$ cat src/rtl/sar_sched_pkg.sv
// Shared types and default sizing for the SAR ADC channel scheduler.
package sar_sched_pkg;

    typedef enum logic [1:0] {
        IDLE,
        SAMPLE,
        CONVERT,
        RESULT
    } state_t;

    localparam int DEF_NCH        = 4;
    localparam int DEF_CW         = 2;
    localparam int DEF_DW         = 6;
    localparam int DEF_SAMPLE_CYC = 4;
    localparam int DEF_TIMEOUT    = 16;

endpackage

$ cat src/rtl/sar_adc_scheduler_if.sv
// SAR-side control/data and tagged-result handshake of the scheduler.
interface sar_adc_scheduler_if
    import sar_sched_pkg::*;
#(
    parameter int CW = DEF_CW,
    parameter int DW = DEF_DW
);

    logic [CW-1:0] mux_sel;
    logic          sh_en;
    logic          sar_start;
    logic          sar_done;
    logic [DW-1:0] sar_data;
    logic          res_valid;
    logic          res_ready;
    logic [DW-1:0] res_data;
    logic [CW-1:0] res_chan;
    logic          res_err;

    modport master (
        output mux_sel, sh_en, sar_start,
        input  sar_done, sar_data,
        output res_valid, res_data, res_chan, res_err,
        input  res_ready
    );

    modport slave (
        input  mux_sel, sh_en, sar_start,
        output sar_done, sar_data,
        input  res_valid, res_data, res_chan, res_err,
        output res_ready
    );

endinterface

$ cat src/rtl/sar_adc_scheduler_rr_arbiter.sv
// Combinational round-robin pick: first requester above last_gnt, wrapping.
module rr_arbiter
    import sar_sched_pkg::*;
#(
    parameter int NCH = DEF_NCH,
    parameter int CW  = $clog2(NCH)
) (
    input  logic [NCH-1:0] req,
    input  logic [CW-1:0]  last_gnt,
    output logic [NCH-1:0] gnt,
    output logic [CW-1:0]  idx,
    output logic           any
);

    logic [CW-1:0] pos;

    always_comb begin
        gnt = '0;
        idx = '0;
        any = 1'b0;
        pos = '0;
        for (int unsigned i = 1; i <= NCH; i++) begin
            pos = CW'((32'(last_gnt) + i) % NCH);
            if (!any && req[pos]) begin
                any      = 1'b1;
                gnt[pos] = 1'b1;
                idx      = pos;
            end
        end
    end

endmodule

$ cat src/rtl/sar_adc_scheduler.sv
// Shares one SAR converter among NCH channels: round-robin grant, sample,
// convert with timeout, and tagged result delivery over valid/ready.
module sar_adc_scheduler
    import sar_sched_pkg::*;
#(
    parameter int NCH        = DEF_NCH,
    parameter int CW         = DEF_CW,
    parameter int DW         = DEF_DW,
    parameter int SAMPLE_CYC = DEF_SAMPLE_CYC,
    parameter int TIMEOUT    = DEF_TIMEOUT
) (
    input  logic                clk,
    input  logic                rest_n,
    input  logic                enable,
    input  logic [NCH-1:0]      req,
    output logic [NCH-1:0]      gnt,
    output logic                busy,
    sar_adc_scheduler_if.master bus
);

    localparam int CMAX = (SAMPLE_CYC > TIMEOUT) ? SAMPLE_CYC : TIMEOUT;
    localparam int CNTW = (CMAX > 1) ? $clog2(CMAX) : 1;

    state_t          state, nstate;
    logic [CW-1:0]   chan_q, chan_d;
    logic [CW-1:0]   last_q, last_d;
    logic [CNTW-1:0] cnt_q, cnt_d;
    logic [NCH-1:0]  gnt_q, gnt_d;
    logic [CW-1:0]   mux_q, mux_d;
    logic            sh_q, sh_d;
    logic            start_q, start_d;
    logic            rv_q, rv_d;
    logic [DW-1:0]   rd_q, rd_d;
    logic [CW-1:0]   rc_q, rc_d;
    logic            re_q, re_d;
    logic            busy_q, busy_d;

    logic [NCH-1:0]  arb_gnt;
    logic [CW-1:0]   arb_idx;
    logic            arb_any;
    logic            sample_last, conv_last, done_hit;

    rr_arbiter #(
        .NCH (NCH),
        .CW  (CW)
    ) u_arb (
        .req      (req),
        .last_gnt (last_q),
        .gnt      (arb_gnt),
        .idx      (arb_idx),
        .any      (arb_any)
    );

    assign sample_last = (cnt_q == CNTW'(SAMPLE_CYC - 1));
    assign conv_last   = (cnt_q == CNTW'(TIMEOUT - 1));
    // The first CONVERT cycle (cnt 0) is the start pulse; done is ignored there.
    assign done_hit    = (cnt_q != '0) && bus.sar_done;

    always_ff @(posedge clk) begin
        if (!rest_n) begin
            state   <= IDLE;
            chan_q  <= '0;
            last_q  <= CW'(NCH - 1);
            cnt_q   <= '0;
            gnt_q   <= '0;
            mux_q   <= '0;
            sh_q    <= 1'b0;
            start_q <= 1'b0;
            rv_q    <= 1'b0;
            rd_q    <= '0;
            rc_q    <= '0;
            re_q    <= 1'b0;
            busy_q  <= 1'b0;
        end else begin
            state   <= nstate;
            chan_q  <= chan_d;
            last_q  <= last_d;
            cnt_q   <= cnt_d;
            gnt_q   <= gnt_d;
            mux_q   <= mux_d;
            sh_q    <= sh_d;
            start_q <= start_d;
            rv_q    <= rv_d;
            rd_q    <= rd_d;
            rc_q    <= rc_d;
            re_q    <= re_d;
            busy_q  <= busy_d;
        end
    end

    always_comb begin
        nstate = state;
        case (state)
            IDLE:    if (enable && arb_any)     nstate = SAMPLE;
            SAMPLE:  if (sample_last)           nstate = CONVERT;
            CONVERT: if (done_hit || conv_last) nstate = RESULT;
            RESULT:  if (bus.res_ready)         nstate = IDLE;
            default:                            nstate = IDLE;
        endcase
    end

    // Next values of every registered output, so each output leaves a flop.
    always_comb begin
        chan_d  = chan_q;
        last_d  = last_q;
        cnt_d   = cnt_q;
        gnt_d   = '0;
        mux_d   = mux_q;
        sh_d    = sh_q;
        start_d = 1'b0;
        rv_d    = rv_q;
        rd_d    = rd_q;
        rc_d    = rc_q;
        re_d    = re_q;
        busy_d  = (nstate != IDLE);
        case (state)
            IDLE: begin
                if (nstate == SAMPLE) begin
                    chan_d = arb_idx;
                    gnt_d  = arb_gnt;
                    mux_d  = arb_idx;
                    sh_d   = 1'b1;
                    cnt_d  = '0;
                end
            end
            SAMPLE: begin
                if (nstate == CONVERT) begin
                    sh_d    = 1'b0;
                    start_d = 1'b1;
                    cnt_d   = '0;
                end else begin
                    cnt_d = cnt_q + 1'b1;
                end
            end
            CONVERT: begin
                if (nstate == RESULT) begin
                    rv_d  = 1'b1;
                    rc_d  = chan_q;
                    rd_d  = done_hit ? bus.sar_data : '0;
                    re_d  = !done_hit;
                    cnt_d = '0;
                end else begin
                    cnt_d = cnt_q + 1'b1;
                end
            end
            RESULT: begin
                if (nstate == IDLE) begin
                    rv_d   = 1'b0;
                    last_d = chan_q;
                end
            end
            default: ;
        endcase
    end

    assign gnt           = gnt_q;
    assign busy          = busy_q;
    assign bus.mux_sel   = mux_q;
    assign bus.sh_en     = sh_q;
    assign bus.sar_start = start_q;
    assign bus.res_valid = rv_q;
    assign bus.res_data  = rd_q;
    assign bus.res_chan  = rc_q;
    assign bus.res_err   = re_q;

endmodule

$ cat src/flat_wrapper.sv
// flat-port wrapper written by rule: the top's interface ports become plain ports
module sar_adc_scheduler_flat import sar_sched_pkg::*;
#(
    parameter int NCH        = DEF_NCH,
    parameter int CW         = DEF_CW,
    parameter int DW         = DEF_DW,
    parameter int SAMPLE_CYC = DEF_SAMPLE_CYC,
    parameter int TIMEOUT    = DEF_TIMEOUT
)
  (clk, rest_n, enable, req, gnt, busy, bus_mux_sel, bus_sh_en, bus_sar_start, bus_sar_done, bus_sar_data, bus_res_valid, bus_res_data, bus_res_chan, bus_res_err, bus_res_ready);
  sar_adc_scheduler_if #(.CW(CW), .DW(DW)) bus_i ();
  input  logic clk;
  input  logic rest_n;
  input  logic enable;
  input  logic [NCH-1:0] req;
  output logic [NCH-1:0] gnt;
  output logic busy;
  output wire logic [$bits(bus_i.mux_sel)-1:0] bus_mux_sel;
  output wire logic [$bits(bus_i.sh_en)-1:0] bus_sh_en;
  output wire logic [$bits(bus_i.sar_start)-1:0] bus_sar_start;
  input wire logic [$bits(bus_i.sar_done)-1:0] bus_sar_done;
  input wire logic [$bits(bus_i.sar_data)-1:0] bus_sar_data;
  output wire logic [$bits(bus_i.res_valid)-1:0] bus_res_valid;
  output wire logic [$bits(bus_i.res_data)-1:0] bus_res_data;
  output wire logic [$bits(bus_i.res_chan)-1:0] bus_res_chan;
  output wire logic [$bits(bus_i.res_err)-1:0] bus_res_err;
  input wire logic [$bits(bus_i.res_ready)-1:0] bus_res_ready;
  assign bus_mux_sel = bus_i.mux_sel;
  assign bus_sh_en = bus_i.sh_en;
  assign bus_sar_start = bus_i.sar_start;
  assign bus_i.sar_done = bus_sar_done;
  assign bus_i.sar_data = bus_sar_data;
  assign bus_res_valid = bus_i.res_valid;
  assign bus_res_data = bus_i.res_data;
  assign bus_res_chan = bus_i.res_chan;
  assign bus_res_err = bus_i.res_err;
  assign bus_i.res_ready = bus_res_ready;
  sar_adc_scheduler #(.NCH(NCH), .CW(CW), .DW(DW), .SAMPLE_CYC(SAMPLE_CYC), .TIMEOUT(TIMEOUT)) u_core (.clk(clk), .rest_n(rest_n), .enable(enable), .req(req), .gnt(gnt), .busy(busy), .bus(bus_i));
endmodule
$ cat config.mk
export PLATFORM = sky130hd
export DESIGN_NAME = sar_adc_scheduler_flat
export DESIGN_NICKNAME = d
export VERILOG_FILES = /design/src/rtl/sar_sched_pkg.sv /design/src/rtl/sar_adc_scheduler_if.sv /design/src/rtl/sar_adc_scheduler_rr_arbiter.sv /design/src/rtl/sar_adc_scheduler.sv /design/src/flat_wrapper.sv
export SDC_FILE = /design/constraint.sdc
export NUM_CORES = 1
export LEC_CHECK = 0
export CAP_MARGIN = 20
export CORE_MARGIN = 1.5
export CORE_UTILIZATION = 45
export DETAILED_ROUTE_END_ITERATION = 10
export PLACE_DENSITY = 0.74
export SLEW_MARGIN = 20
export SYNTH_ARGS = -nofsm -noshare
export SYNTH_HDL_FRONTEND = slang
export SYNTH_SLANG_ARGS = --single-unit
$ cat constraint.sdc
create_clock -name clk -period 2.9 [get_ports clk]
set_input_delay 0.58 -clock clk [delete_from_list [all_inputs] [get_ports clk]]
set_output_delay 0.58 -clock clk [all_outputs]
set_load 0.02 [all_outputs]
# After elaboration in Yosys (flattened, before gate mapping)
# Cells that the tools add are included.
# totals
reg_bits,27
output_inout_bits,19
in_bits,15
wordCells,114
# classes
eq_ne,12
magnitude_cmp,8
bitwise_logic,3
n_mux,45
add_sub_neg,5
n_reduce_logical,29
# ops
operator,count
$mux 4,7
$mux 1,17
$mux 2,8
$lt 2x3->1 const B,4
$or 4x4->4,3
$pmux 4 s3,1
$reduce_and 2->1,5
$logic_and 1x1->1,9
$reduce_and 3->1,3
$bmux 1 s2,4
$demux 1 s2,4
$eq 2x2->1 const B,4
$ge 2x1->1 const B,4
$ne 2x1->1 const B,4
$pmux 2 s4,1
$mux 6,1
$reduce_bool 2->1,3
$add 2x1->2 const B,2
$add 2x2->2 const B,2
$add 4x1->4 const B,1
$eq 2x1->1 const B,2
$eq 4x2->1 const B,1
$eq 4x4->1 const B,1
$logic_not 1->1,4
5 further kinds,7

# Logic depth before layout (Yosys ltp)
# depth
word_depth,19
mapped_depth,11
mapped_depth_nobuf,9

# By module
# A second synthesis with hierarchy kept.
# hier_totals
hier_cells,227
area_unflattened_um2,1973.1
# modules_own_cells
module,instances,area_per_inst_um2,seq_area_each_um2,cells_per_inst
sar_adc_scheduler,1,1343.8,540.5,141
rr_arbiter,1,629.4,0.0,86

# Worst setup path before layout
# Ideal clock, no wire load.
# synth_path
path_type,register to register
from,register u_core.last_q[0]
to,register u_core.re_q (netlist: u_core.bus.res_err)
setup_slack_ns,0.001
arrival_ns,2.819
n_path_buf,2
path_stages_with_launch,12
period_less_slack_ns,2.899
cell_sequence,dfxtp_1 -> buf_6 -> inv_1 -> ha_1 -> mux4_2 -> or4_4 -> or3_4 -> nand2_4 -> and3_4 -> buf_8 -> nor2_1 -> a211oi_2
# synth_via
elab_chain_len,18
word_cells_on_any_way,27
# synth_lines
element,line,rtl
start: declaration,sar_adc_scheduler.sv:26,"logic [CW-1:0] last_q, last_d;"
start signal: assignment,sar_adc_scheduler.sv:63,last_q <= CW'(NCH - 1);
start signal: assignment,sar_adc_scheduler.sv:77,last_q <= last_d;
$add 2x1->2,sar_adc_scheduler_rr_arbiter.sv:23,pos = CW'((32'(last_gnt) + i) % NCH);
$bmux 1 s2,sar_adc_scheduler_rr_arbiter.sv:24,if (!any && req[pos]) begin
$mux 1 (implied by the code),sar_adc_scheduler_rr_arbiter.sv:24,
$mux 1,sar_adc_scheduler_rr_arbiter.sv:24,
$logic_not 1->1,sar_adc_scheduler_rr_arbiter.sv:24,
$logic_and 1x1->1,sar_adc_scheduler_rr_arbiter.sv:24,
$mux 1,sar_adc_scheduler_rr_arbiter.sv:24,
$logic_not 1->1,sar_adc_scheduler_rr_arbiter.sv:24,
(+2 left out),--,
$logic_not 1->1,sar_adc_scheduler_rr_arbiter.sv:24,
$logic_and 1x1->1,sar_adc_scheduler_rr_arbiter.sv:24,
$mux 1 *,sar_adc_scheduler_rr_arbiter.sv:24,
$logic_and 1x1->1 *,sar_adc_scheduler.sv:94,IDLE: if (enable && arb_any) nstate = SAMPLE;
$mux 2 *,sar_adc_scheduler.sv:94,
$pmux 2 s4 *,sar_adc_scheduler.sv:93,case (state)
$eq 2x2->1 *,sar_adc_scheduler.sv:136,if (nstate == RESULT) begin
$reduce_and 2->1 (no line) *,--,
end signal: assignment,sar_adc_scheduler.sv:86,re_q <= re_d;
end: declaration,sar_adc_scheduler.sv:35,"logic re_q, re_d;"
# Every way passes the cells marked *; elsewhere a longest branch is shown, timed or not. The select of a mux whose other input is x is not followed.
# A chain may end at the register's enable or synchronous reset.

# Worst setup path in the final report
# layout_path
from,input port req[3]
to,register u_core.cnt_q[0]
# layout_via
elab_chain_len,18
word_cells_on_any_way,29
# layout_lines
element,line,rtl
start: declaration,flat_wrapper.sv:15,input logic [NCH-1:0] req;
$bmux 1 s2,sar_adc_scheduler_rr_arbiter.sv:24,
$mux 1 (implied by the code),sar_adc_scheduler_rr_arbiter.sv:24,
$mux 1,sar_adc_scheduler_rr_arbiter.sv:24,
$logic_not 1->1,sar_adc_scheduler_rr_arbiter.sv:24,
$logic_and 1x1->1,sar_adc_scheduler_rr_arbiter.sv:24,
$mux 1,sar_adc_scheduler_rr_arbiter.sv:24,
$logic_not 1->1,sar_adc_scheduler_rr_arbiter.sv:24,
$logic_and 1x1->1,sar_adc_scheduler_rr_arbiter.sv:24,
(+2 left out),--,
$logic_and 1x1->1,sar_adc_scheduler_rr_arbiter.sv:24,
$mux 1 *,sar_adc_scheduler_rr_arbiter.sv:24,
$logic_and 1x1->1 *,sar_adc_scheduler.sv:94,
$mux 2 *,sar_adc_scheduler.sv:94,
$pmux 2 s4 *,sar_adc_scheduler.sv:93,
$eq 2x2->1 (tied with other cells),sar_adc_scheduler.sv:136,
$mux 4 (tied with other cells),sar_adc_scheduler.sv:136,
$pmux 4 s3 / $reduce_and 2->1 (equally long branches),--,
end signal: assignment,sar_adc_scheduler.sv:78,cnt_q <= cnt_d;
end: declaration,sar_adc_scheduler.sv:27,"logic [CNTW-1:0] cnt_q, cnt_d;"
# Marked as above.

==> metrics <==
crit path max fanout=5; crit start category=primary input; first-pass GRT wire length=6520 um; Setup TNS Final=0 ns; full die area=approximately 0.0041 sq mm; PnR worst setup slack=between 0.15 and 0.2 ns; HPWL after DPL=2820 um; Slew Viols, Final=0; cell family with most CP delay=compound AO/OA/AOI/OAI gates; worst reg-to-reg path cell count=11; CP required=3.11 ns; Clock Root Buffer=clkbuf_8; clock buffer depth=2; total track usage=19.9%; IO Port Bufs=33; top cell type's share of synthesized area=32.6%; DRC Markers=0; Hold Path Stages=2; number of DRC markers in iteration 0=50; met3 GRT Util=slightly below 4%; CP Cell Sequence=dlygate4sd2_1, mux4_2, buf_4, o41ai_4, o31ai_2, a21boi_1, a221oi_2, nand2_1, buf_4, o21ai_0; initial antenna violation count=0; CTS tree=done; Crit Reg-Reg Startpoint=u_core.last_q[1]; TritonCTS Sinks=27; vias in the first global route=1,478; met1 GRT Util=between 20% and 30%; antenna cells=0; Final Critical Period=roughly 2.7 ns; Worst Tran Pin Value=roughly 0.52 ns; Non-Filler Instances=a little under 300; layer with the highest usage=met2; Buffers & Inverters on Critical Path=3; register area=541 sq um; NumNets Final=around 270; Final Power=737 uW; Hold Path Sink=u_core.bus.res_data[2]; area of the multi-input gates=0.00106 sq mm; Cells after DPL=284; Post-Syn Instances=192; R2R setup slack=0.19 ns; total grt overflow=0; Initial Util=48.2%; layout cells sized above 1=17.3%; routability cong.=0.842; Leakage Power=0.902 nW; Worst Min Path Start=u_core.bus.res_data[2]; Most used DFF post-synth=dfxtp_1; max_cap viols=0; Netlist cell types=48; WP data arrival=slightly below 3 ns; Routed Antenna Nets=0; Max Freq=between 300 and 400 MHz; Clock Latency Late Sink=0.28 ns; CP Class=in2reg; Rows=21; synth warn=0; Synth area leader=dfxtp_1; Post-CTS Hold Buffers=0; Post-synth EDFFs=0; fillers=287; slowest cell on the critical path=mux4_2; largest net degree at the start of global routing=17; Syn Nets=221; vias=1,544; Mean Syn Cell Area=8.63 sq um; P per Cell Area=329 mW/mm^2; Worst Skew=just under 0.008 ns; Ports=34; Max VDD drop=0.228 mV; drt wl/cell=around 13 um; async set-reset flop share out of synthesis=0%; clk slew on worst S/H paths=0.09 ns; DP Worst Slack=-0.387 ns; Critical Path Max Stage Delay=0.49 ns; sequential share of the synthesized area=32.6%; Detailed Route WL=3690 um; # setup viols final=0; final hold violation count=0; Core ar.=0.00344 sq mm; CP most frequent cell=buf_4; Die H=63.7 um; Vias per Instance=5.34; synthesized area=0.00166 sq mm; router iterations before antenna repair=4; slew margin rel.=65.1%; M2 GR Usage=around 32%; H-tree depth=1; Worst R2R End=u_core.cnt_q[0]; TritonCTS Buffers=3; part of the cycle the worst path needs=93.4%; status=finished, final reports clean; CP Capture Type=flip-flop; #FFs+latches synth=27; Die Wd=63.7 um; Synth area leaders=dfxtp_1 (33%), ha_1 (11%), nand2_1 (5.7%); worst min path class=reg2reg; Syn-to-layout area delta=35.0%
==> worst max path at each step <==
stage	from	endpoint	slack (ns)	cells past startpoint
6_report	req[3]	u_core.cnt_q[0]	0.19	10
5_1_grt	u_core.last_q[1]	u_core.cnt_q[0]	-0.003	11
4_1_cts	req[2]	u_core.cnt_q[3]	0.0001	9
3_5_place_dp	req[3]	u_core.cnt_q[3]	-0.39	9
3_3_place_gp	req[3]	u_core.cnt_q[3]	-0.28	9
2_1_floorplan	u_core.last_q[0]	u_core.bus.res_err	0.001	11
==> where the power goes <==
part | internal (mW) | leakage [nW] | switching (mW)
combinational | 0.0674 | 0.661 | 0.0683
sequential | 0.378 | 0.219 | 0.00618
clock | 0.0977 | 0.0217 | 0.119
total | 0.543 | 0.902 | 0.193
==> Yosys cell counts, drive strengths merged, types with 2 or more instances <==
| cell type | number |
|---|---|
| a211oi | 2 |
| a21oi | 14 |
| a221oi | 5 |
| a22oi | 4 |
| and2 | 3 |
| and3 | 2 |
| and3b | 2 |
| buf | 3 |
| clkbuf | 2 |
| dfxtp | 27 |
| ha | 14 |
| inv | 13 |
| mux4 | 4 |
| nand2 | 26 |
| nand2b | 3 |
| nand3 | 15 |
| nor2 | 19 |
| o21ai | 9 |
| o311ai | 2 |
| o31ai | 4 |
==> sequential cells by signal (all words and copies together) (netlist names) <==
signal / cells
u_core.bus.res_chan: 2
u_core.bus.res_data: 6
u_core.bus.res_err: 1
u_core.bus.res_valid: 1
u_core.bus.sar_start: 1
u_core.bus.sh_en: 1
u_core.busy: 1
u_core.chan_q: 2
u_core.cnt_q: 4
u_core.gnt: 4
u_core.last_q: 2
u_core.state: 2
==> stage by stage <==
stage	util (%)	cell area [sq um]	hold slack, ns
finish	65.0	2240	0.456
global route	65.0	2240	0.489
CTS	64.4	2220	0.460
detailed placement	62.2	2140	0.446
global placement	62.2	2140	0.437
floorplan	-	1660	0.479
==> per-layer routing <==
| metal | wire length (um) | share of wire (%) |
|---|---|---|
| met1 | 1860 | 50 |
| met2 | 1690 | 46 |
| met3 | 102 | 2.8 |
| met4 | 46 | 1.2 |
| met5 | 0 | 0 |
==> cell type report <==
type                    count  area share [%]
inverters                  14            2.35
repair buffers             52            21.4
multi-input cells         146            47.3
flip-flops and latches     27            24.1
clock inverters             1           0.335
well taps                  46            2.57
clock buffers               3            1.84
==> kinds of logic (layout without fill, tap and decap cells) <==
kind of cell             count (synthesis)  count (layout)  share of synthesized area [%]
adder cells (fa/ha/maj)                 14              14                           10.6
multiplexers                             5               5                           6.34
AO/OA/AOI/OAI                           53              53                           22.9
flip-flops                              27              27                           32.6
buffers and inverters                   19              70                           5.66
AND/OR/NAND/NOR                         74              74                           21.9
==> cells in the final DEF, fill, tap and decap left out, types with 4 or more instances in the layout <==
cell type        synthesis  layout
clkdlybuf4s50_1          0      29
a221oi_1                 4       4
nand2_1                 25      25
dfxtp_1                 27      27
buf_4                    1      17
a21oi_1                 14      14
inv_1                   13      12
o21ai_0                  9       9
a22oi_1                  4       4
ha_1                    14      13
nand3_1                 15      15
nor2_1                  19      19
==> worst register-to-register path: stages, from the launching register on <==
cell and delay (ns):
dfxtp_1 0.38, inv_2 0.09, ha_4 0.31, mux4_2 0.31, buf_4 0.16, o41ai_4 0.36
o31ai_2 0.13, a21boi_1 0.15, a221oi_2 0.36, nand2_1 0.12, buf_4 0.15, o21ai_0 0.12
==> timing repair <==
item | in CTS | in global routing
setup buffers | 1 | 0
setup endpoints to repair | 2 | 12
resized for setup | 6 | 6
pin swaps | 3 | 1
No activity file was read; power rests on OpenSTA's default activity.
